### config.mk
export PLATFORM = sky130hd
export DESIGN_NAME = ptcalc_top_sdiv_seq_flat
export DESIGN_NICKNAME = d
export VERILOG_FILES = /design/src/rtl/ptcalc_div_pkg.sv /design/src/rtl/ptcalc_top_sdiv_seq_if.sv /design/src/rtl/ptcalc_top_sdiv_step.sv /design/src/rtl/ptcalc_top_sdiv_seq.sv /design/src/flat_wrapper.sv
export SDC_FILE = /design/constraint.sdc
export NUM_CORES = 1
export LEC_CHECK = 0
export ABC_AREA = 0
export CAP_MARGIN = 20
export CELL_PAD_IN_SITES_DETAIL_PLACEMENT = 1
export CELL_PAD_IN_SITES_GLOBAL_PLACEMENT = 1
export CORE_ASPECT_RATIO = 1.2
export CORE_MARGIN = 1.5
export CORE_UTILIZATION = 43
export DETAILED_ROUTE_END_ITERATION = 8
export PLACE_DENSITY = 0.85
export SLEW_MARGIN = 15
export SYNTH_ARGS = -nofsm -noshare
export SYNTH_HDL_FRONTEND = slang
export SYNTH_HIERARCHICAL = 1
export SYNTH_SLANG_ARGS = --single-unit
### constraint.sdc
create_clock -name ap_clk -period 3.07 [get_ports ap_clk]
set_clock_uncertainty 0.1 [all_clocks]
set_input_delay 0.614 -clock ap_clk [delete_from_list [all_inputs] [get_ports ap_clk]]
set_output_delay 0.614 -clock ap_clk [all_outputs]
set_load 0.02 [all_outputs]
### src/rtl/ptcalc_div_pkg.sv
// ptcalc_div_pkg
// Shared definitions for the pT-calculation signed divider:
//   DIVIDEND_W / DIVISOR_W : operand widths (quotient / remainder widths)
//   CNT_W                  : width of the iteration counter
//   state_e                : divider FSM states
//   Q_MAX / Q_MIN          : quotient saturation values (div-by-zero, overflow)
// The widths live here only, so the interface, the step cell and the top
// always agree on them.
package ptcalc_div_pkg;

  localparam int DIVIDEND_W = 26;
  localparam int DIVISOR_W  = 13;
  localparam int CNT_W      = $clog2(DIVIDEND_W + 1);

  typedef enum logic [1:0] {
    IDLE = 2'd0,
    CALC = 2'd1,
    DONE = 2'd2
  } state_e;

  localparam logic [DIVIDEND_W-1:0] Q_MAX = {1'b0, {(DIVIDEND_W-1){1'b1}}};
  localparam logic [DIVIDEND_W-1:0] Q_MIN = {1'b1, {(DIVIDEND_W-1){1'b0}}};

endpackage

### src/rtl/ptcalc_top_sdiv_seq_if.sv
// ptcalc_top_sdiv_seq_if
// Operand and result handshakes of the signed divider.
//   in_valid/in_ready   : operand pair handshake (dividend, divisor)
//   out_valid/out_ready : result handshake (quotient, remainder, div0, ovf)
// Modports:
//   master : the side that supplies operands and consumes results
//   slave  : the divider itself
interface ptcalc_top_sdiv_seq_if;
  import ptcalc_div_pkg::*;

  logic                  in_valid;
  logic                  in_ready;
  logic [DIVIDEND_W-1:0] dividend;
  logic [DIVISOR_W-1:0]  divisor;
  logic                  out_valid;
  logic                  out_ready;
  logic [DIVIDEND_W-1:0] quotient;
  logic [DIVISOR_W-1:0]  remainder;
  logic                  div0;
  logic                  ovf;

  modport master (
    output in_valid, dividend, divisor, out_ready,
    input  in_ready, out_valid, quotient, remainder, div0, ovf
  );

  modport slave (
    input  in_valid, dividend, divisor, out_ready,
    output in_ready, out_valid, quotient, remainder, div0, ovf
  );

endinterface

### src/rtl/ptcalc_top_sdiv_step.sv
// ptcalc_top_sdiv_step
// One radix-2 restoring division step (purely combinational).
//   partRem_i : current partial remainder (unsigned)
//   bitIn_i   : next dividend bit, MSB first
//   dvsMag_i  : divisor magnitude
//   partRem_o : partial remainder after shift and trial subtract/restore
//   qBit_o    : quotient bit produced by this step
module ptcalc_top_sdiv_step
  import ptcalc_div_pkg::*;
(
  input  logic [DIVISOR_W:0]   partRem_i,
  input  logic                 bitIn_i,
  input  logic [DIVISOR_W-1:0] dvsMag_i,
  output logic [DIVISOR_W:0]   partRem_o,
  output logic                 qBit_o
);

  logic [DIVISOR_W:0]   shifted;
  logic [DIVISOR_W+1:0] trial;
  logic                 unusedMsb;

  // The incoming partial remainder is always below |divisor| <= 2^(DIVISOR_W-1),
  // so its top bit is structurally zero and the shifted value still fits.
  assign unusedMsb = partRem_i[DIVISOR_W];
  assign shifted   = {partRem_i[DIVISOR_W-1:0], bitIn_i};

  // Borrow out of the extra top bit means the trial result went negative.
  assign trial     = {1'b0, shifted} - {2'b00, dvsMag_i};
  assign qBit_o    = ~trial[DIVISOR_W+1];
  assign partRem_o = qBit_o ? trial[DIVISOR_W:0] : shifted;

endmodule

### src/rtl/ptcalc_top_sdiv_seq.sv
// ptcalc_top_sdiv_seq
// Iterative signed divider (radix-2 restoring, one quotient bit per clock).
// Quotient truncates toward zero, remainder takes the dividend's sign.
//   ap_clk   : clock
//   ap_rst_n : asynchronous active-low reset
//   bus      : slave side of ptcalc_top_sdiv_seq_if (operands in, result out)
// Divide-by-zero saturates the quotient and flags div0; the single
// unrepresentable case (most-negative / -1) saturates and flags ovf.
module ptcalc_top_sdiv_seq
  import ptcalc_div_pkg::*;
(
  input  logic                   ap_clk,
  input  logic                   ap_rst_n,
  ptcalc_top_sdiv_seq_if.slave   bus
);

  state_e                state_q, state_d;
  logic [CNT_W-1:0]      cnt_q, cnt_d;
  logic [DIVIDEND_W-1:0] work_q, work_d;
  logic [DIVISOR_W:0]    partRem_q, partRem_d;
  logic [DIVISOR_W-1:0]  dvsMag_q, dvsMag_d;
  logic                  dvdNeg_q, dvdNeg_d;
  logic                  quoNeg_q, quoNeg_d;
  logic                  zeroCase_q, zeroCase_d;
  logic                  ovfCase_q, ovfCase_d;
  logic [DIVIDEND_W-1:0] quotient_q, quotient_d;
  logic [DIVISOR_W-1:0]  remainder_q, remainder_d;
  logic                  div0_q, div0_d;
  logic                  ovf_q, ovf_d;

  logic [DIVIDEND_W-1:0] dvdAbs;
  logic [DIVISOR_W-1:0]  dvsAbs;
  logic [DIVISOR_W:0]    stepRem;
  logic                  stepBit;

  // Magnitudes of the raw operands; the most-negative values map to exact
  // unsigned powers of two.
  assign dvdAbs = bus.dividend[DIVIDEND_W-1] ? -bus.dividend : bus.dividend;
  assign dvsAbs = bus.divisor[DIVISOR_W-1]   ? -bus.divisor  : bus.divisor;

  ptcalc_top_sdiv_step uStep (
    .partRem_i (partRem_q),
    .bitIn_i   (work_q[DIVIDEND_W-1]),
    .dvsMag_i  (dvsMag_q),
    .partRem_o (stepRem),
    .qBit_o    (stepBit)
  );

  // work_q starts as |dividend| and shifts left each step; quotient bits fill
  // in from the LSB, so after DIVIDEND_W steps it holds |quotient|.
  // CALC spends DIVIDEND_W cycles stepping plus a final cycle (counter == 0)
  // that applies the sign fix-up or the saturated result. A zero divisor
  // loads the counter with 0, so it only pays that final cycle; work_q then
  // carries the raw dividend for the remainder.
  always_comb begin
    state_d     = state_q;
    cnt_d       = cnt_q;
    work_d      = work_q;
    partRem_d   = partRem_q;
    dvsMag_d    = dvsMag_q;
    dvdNeg_d    = dvdNeg_q;
    quoNeg_d    = quoNeg_q;
    zeroCase_d  = zeroCase_q;
    ovfCase_d   = ovfCase_q;
    quotient_d  = quotient_q;
    remainder_d = remainder_q;
    div0_d      = div0_q;
    ovf_d       = ovf_q;

    case (state_q)
      IDLE: begin
        if (bus.in_valid) begin
          dvdNeg_d   = bus.dividend[DIVIDEND_W-1];
          quoNeg_d   = bus.dividend[DIVIDEND_W-1] ^ bus.divisor[DIVISOR_W-1];
          dvsMag_d   = dvsAbs;
          partRem_d  = '0;
          zeroCase_d = (bus.divisor == '0);
          ovfCase_d  = (bus.dividend == Q_MIN) && (bus.divisor == '1);
          if (bus.divisor == '0) begin
            work_d = bus.dividend;
            cnt_d  = '0;
          end else begin
            work_d = dvdAbs;
            cnt_d  = CNT_W'(DIVIDEND_W);
          end
          state_d = CALC;
        end
      end

      CALC: begin
        if (cnt_q != '0) begin
          partRem_d = stepRem;
          work_d    = {work_q[DIVIDEND_W-2:0], stepBit};
          cnt_d     = cnt_q - 1'b1;
        end else begin
          if (zeroCase_q) begin
            quotient_d  = dvdNeg_q ? Q_MIN : Q_MAX;
            remainder_d = work_q[DIVISOR_W-1:0];
            div0_d      = 1'b1;
            ovf_d       = 1'b0;
          end else if (ovfCase_q) begin
            quotient_d  = Q_MAX;
            remainder_d = '0;
            div0_d      = 1'b0;
            ovf_d       = 1'b1;
          end else begin
            quotient_d  = quoNeg_q ? -work_q : work_q;
            remainder_d = dvdNeg_q ? -partRem_q[DIVISOR_W-1:0]
                                   : partRem_q[DIVISOR_W-1:0];
            div0_d      = 1'b0;
            ovf_d       = 1'b0;
          end
          state_d = DONE;
        end
      end

      DONE: begin
        if (bus.out_ready) begin
          state_d = IDLE;
        end
      end

      default: state_d = IDLE;
    endcase
  end

  // State and datapath registers; reset abandons any operation in flight.
  always_ff @(posedge ap_clk or negedge ap_rst_n) begin
    if (!ap_rst_n) begin
      state_q     <= IDLE;
      cnt_q       <= '0;
      work_q      <= '0;
      partRem_q   <= '0;
      dvsMag_q    <= '0;
      dvdNeg_q    <= 1'b0;
      quoNeg_q    <= 1'b0;
      zeroCase_q  <= 1'b0;
      ovfCase_q   <= 1'b0;
      quotient_q  <= '0;
      remainder_q <= '0;
      div0_q      <= 1'b0;
      ovf_q       <= 1'b0;
    end else begin
      state_q     <= state_d;
      cnt_q       <= cnt_d;
      work_q      <= work_d;
      partRem_q   <= partRem_d;
      dvsMag_q    <= dvsMag_d;
      dvdNeg_q    <= dvdNeg_d;
      quoNeg_q    <= quoNeg_d;
      zeroCase_q  <= zeroCase_d;
      ovfCase_q   <= ovfCase_d;
      quotient_q  <= quotient_d;
      remainder_q <= remainder_d;
      div0_q      <= div0_d;
      ovf_q       <= ovf_d;
    end
  end

  assign bus.in_ready  = (state_q == IDLE);
  assign bus.out_valid = (state_q == DONE);
  assign bus.quotient  = quotient_q;
  assign bus.remainder = remainder_q;
  assign bus.div0      = div0_q;
  assign bus.ovf       = ovf_q;

endmodule

### src/flat_wrapper.sv
// flat-port wrapper written by rule: the top's interface ports become plain ports
module ptcalc_top_sdiv_seq_flat import ptcalc_div_pkg::*;
  (ap_clk, ap_rst_n, bus_in_valid, bus_dividend, bus_divisor, bus_out_ready, bus_in_ready, bus_out_valid, bus_quotient, bus_remainder, bus_div0, bus_ovf);
  ptcalc_top_sdiv_seq_if bus_i ();
  input  logic ap_clk;
  input  logic ap_rst_n;
  input wire logic [$bits(bus_i.in_valid)-1:0] bus_in_valid;
  input wire logic [$bits(bus_i.dividend)-1:0] bus_dividend;
  input wire logic [$bits(bus_i.divisor)-1:0] bus_divisor;
  input wire logic [$bits(bus_i.out_ready)-1:0] bus_out_ready;
  output wire logic [$bits(bus_i.in_ready)-1:0] bus_in_ready;
  output wire logic [$bits(bus_i.out_valid)-1:0] bus_out_valid;
  output wire logic [$bits(bus_i.quotient)-1:0] bus_quotient;
  output wire logic [$bits(bus_i.remainder)-1:0] bus_remainder;
  output wire logic [$bits(bus_i.div0)-1:0] bus_div0;
  output wire logic [$bits(bus_i.ovf)-1:0] bus_ovf;
  assign bus_i.in_valid = bus_in_valid;
  assign bus_i.dividend = bus_dividend;
  assign bus_i.divisor = bus_divisor;
  assign bus_i.out_ready = bus_out_ready;
  assign bus_in_ready = bus_i.in_ready;
  assign bus_out_valid = bus_i.out_valid;
  assign bus_quotient = bus_i.quotient;
  assign bus_remainder = bus_i.remainder;
  assign bus_div0 = bus_i.div0;
  assign bus_ovf = bus_i.ovf;
  ptcalc_top_sdiv_seq u_core (.ap_clk(ap_clk), .ap_rst_n(ap_rst_n), .bus(bus_i));
endmodule
==> summary.txt <==
======================================================================================================
Critical path arrival ...................................................................      3.07 ns
Number of clock buffers inserted by TritonCTS ...........................................            9
Required @ worst endpoint ...............................................................      3.25 ns
Synth Area per Inst .....................................................................     8.48 um2
Final count of hold timing violations ...................................................            0
Count of hold buffers inserted by post-cts repair .......................................            0
Count of mapped cells out of synthesis ..................................................          810
Starting DRC count in detailed routing ..................................................          338
Clock sink count ........................................................................          104
Vias in the first global route ..........................................................         6614
Initial core utilization ................................................................        43.9%
Number of antenna violations at the first check in global routing .......................            0
Total DRC errors in the routed layout ...................................................            0
Pin count of the biggest net entering global routing ....................................           48
Fillers .................................................................................         1865
Growth of design area from synthesis to finish ..........................................        23.1%
Crit-path max FO ........................................................................           10
Drt total wl ............................................................................     20700 um
Number of max-capacitance violations reported ...........................................            0
Core Rows ...............................................................................           50
Master cell of the clock root buffer .................................................... sky130_fd_sc_hd__clkbuf_16
Clock transition at the register clock pins on the worst setup and hold paths after CTS .      0.07 ns
Area inside the core boundary ...........................................................    15600 um2
Total iterations of the first detailed-routing run ......................................            5
Outcome ................................................................................. finished, final reports clean
Clock tree buffer depth .................................................................            2
ANT cells ...............................................................................            0
Synthesized netlist net count ...........................................................          873
Global placement routability congestion .................................................        0.837
Number of I/O pins ......................................................................           86
Port-buffer cells .......................................................................           85
Wirelength per Cell .....................................................................      18.7 um
Endpoint kind of the worst setup timing path ............................................    flip-flop
Die area ................................................................................    16700 um2
Max-slew violation count ................................................................            0
Yosys warning count .....................................................................            6
Number of vias after detailed routing ...................................................         6394
PostCTS Resize Cnt ......................................................................            0
Startpoint types ........................................................................    flip-flop
Slew at the pin closest to its max-slew limit ...........................................     0.973 ns
First-pass GRT wire length ..............................................................     34400 um
Fmax ....................................................................................    0.347 GHz
Setup TNS ...............................................................................         0 ns
# Post-CTS Setup Buffers ................................................................            0
Clock latency of the later-clocked register in the worst-skew pair ......................      0.35 ns
Min Tclk post-route .....................................................................      2.89 ns
Slew headroom ...........................................................................        35.1%
Average vias per placed instance ........................................................         5.78
Maximum ir drop on the vdd rail .........................................................   0.000388 V
GRT Total Usage .........................................................................        25.4%
Leakage Power ...........................................................................      3.58 nW
Die Span X ..............................................................................       118 um
TritonCTS clock tree ....................................................................          yes
Post-layout total power .................................................................      10.1 mW
Routed Antenna Nets .....................................................................            0
Final critical-path share of the clock period ...........................................        94.0%
Vertical die dimension ..................................................................       141 um
Post-route worst setup slack ............................................................     0.185 ns
Worst min-delay path class ..............................................................  in -> async
Number of failing setup endpoints in the final timing report ............................            0
Filler-free cell count of the finished design ...........................................         1106
CP Class ................................................................................   reg -> reg
Number of instances in the placed design ................................................         1090
Power density normalized to cell area ...................................................  1190 nW/um2
Number of H-tree levels .................................................................            3
Placement Setup Slack ...................................................................    0.0114 ns
Synthesized cell area ...................................................................     6870 um2
Fraction of final layout cells sized beyond drive strength 1 ............................        9.80%
Post-DP HPWL ............................................................................     15000 um
Worst hold slack ........................................................................     0.116 ns
Remaining global-route overflow .........................................................            0
Setup repair after global routing missed its margin .....................................        false
NumNets Final ...........................................................................          956
======================================================================================================
-- layout make-up --
type / instances / area, um2 / share of cell area, %
clock buffers: 9 / 225 / 2.66
clock inverters: 7 / 141 / 1.67
inverters: 36 / 135 / 1.60
multi-input cells: 619 / 3930 / 46.5
flip-flops and latches: 104 / 2600 / 30.8
well taps: 208 / 260 / 3.08
repair buffers: 123 / 1160 / 13.7
-- worst max-delay path, cell delays in order, from the launching register on --
cell and delay, ns:
sky130_fd_sc_hd__dfrtp_1 0.39, sky130_fd_sc_hd__inv_1 0.10, sky130_fd_sc_hd__ha_1 0.27, sky130_fd_sc_hd__nor4b_1 0.48, sky130_fd_sc_hd__nand2_1 0.38, sky130_fd_sc_hd__a21oi_1 0.71, sky130_fd_sc_hd__o21ai_0 0.27, sky130_fd_sc_hd__nand2_1 0.12
-- power by group --
| part | internal (mW) | total (mW) | switching (mW) |
|---|---|---|---|
| clock network | 0.881 | 1.41 | 0.530 |
| registers | 2.04 | 2.93 | 0.893 |
| logic | 2.63 | 5.73 | 3.10 |
| total | 5.55 | 10.1 | 4.53 |
-- registers in the layout (all words and copies together) (netlist names), 2 cells and up --
name,cells
u_core/bus.quotient,26
u_core/bus.remainder,13
u_core/cnt_q,5
u_core/dvsMag_q,13
u_core/partRem_q,13
u_core/state_q,2
u_core/work_q,26
-- per-stage QoR --
stage | utilization, % | cell area, um2
after global placement | 51.7 | 8090
final | 54.1 | 8460
after floorplan | - | 6870
after detailed placement | 51.7 | 8090
after global routing | 54.1 | 8460
after CTS | 54.1 | 8460
-- layout by cell type (no fill, tap or decap), drive strengths merged, types with 19 or more instances in the layout --
cell           instances
nor2                  86
xnor2                 51
nor3                  21
nand2                104
o31ai                 19
inv                   37
a21oi                 50
dfrtp                104
o21ai                 70
clkdlybuf4s50         84
buf                   39
xor2                  25
ha                    19
-- worst paths after layout --
path,to,cells after the start,slack [ns],start
min in group ap_clk,u_core/bus.quotient[11]$_DFFE_PN0P_,2,0.37,u_core/bus.quotient[11]$_DFFE_PN0P_
worst max register to register,u_core/bus.quotient[10]$_DFFE_PN0P_,7,0.18,u_core/cnt_q[0]$_DFFE_PN0P_
worst min register to register,u_core/bus.quotient[11]$_DFFE_PN0P_,2,0.37,u_core/bus.quotient[11]$_DFFE_PN0P_
max in group asynchronous,u_core/bus.quotient[24]$_DFFE_PN0P_,2,2.05,ap_rst_n
worst max-delay path,u_core/bus.quotient[10]$_DFFE_PN0P_,7,0.18,u_core/cnt_q[0]$_DFFE_PN0P_
worst min-delay path,u_core/bus.remainder[9]$_DFFE_PN0P_,1,0.12,ap_rst_n
-- per-layer routing --
layer,track usage [%],wire [um]
met1,33.1,9100
met4,9.95,570
met3,2.97,885
met2,43.3,10200
met5,0,0
No activity file was read; power rests on OpenSTA's default activity.
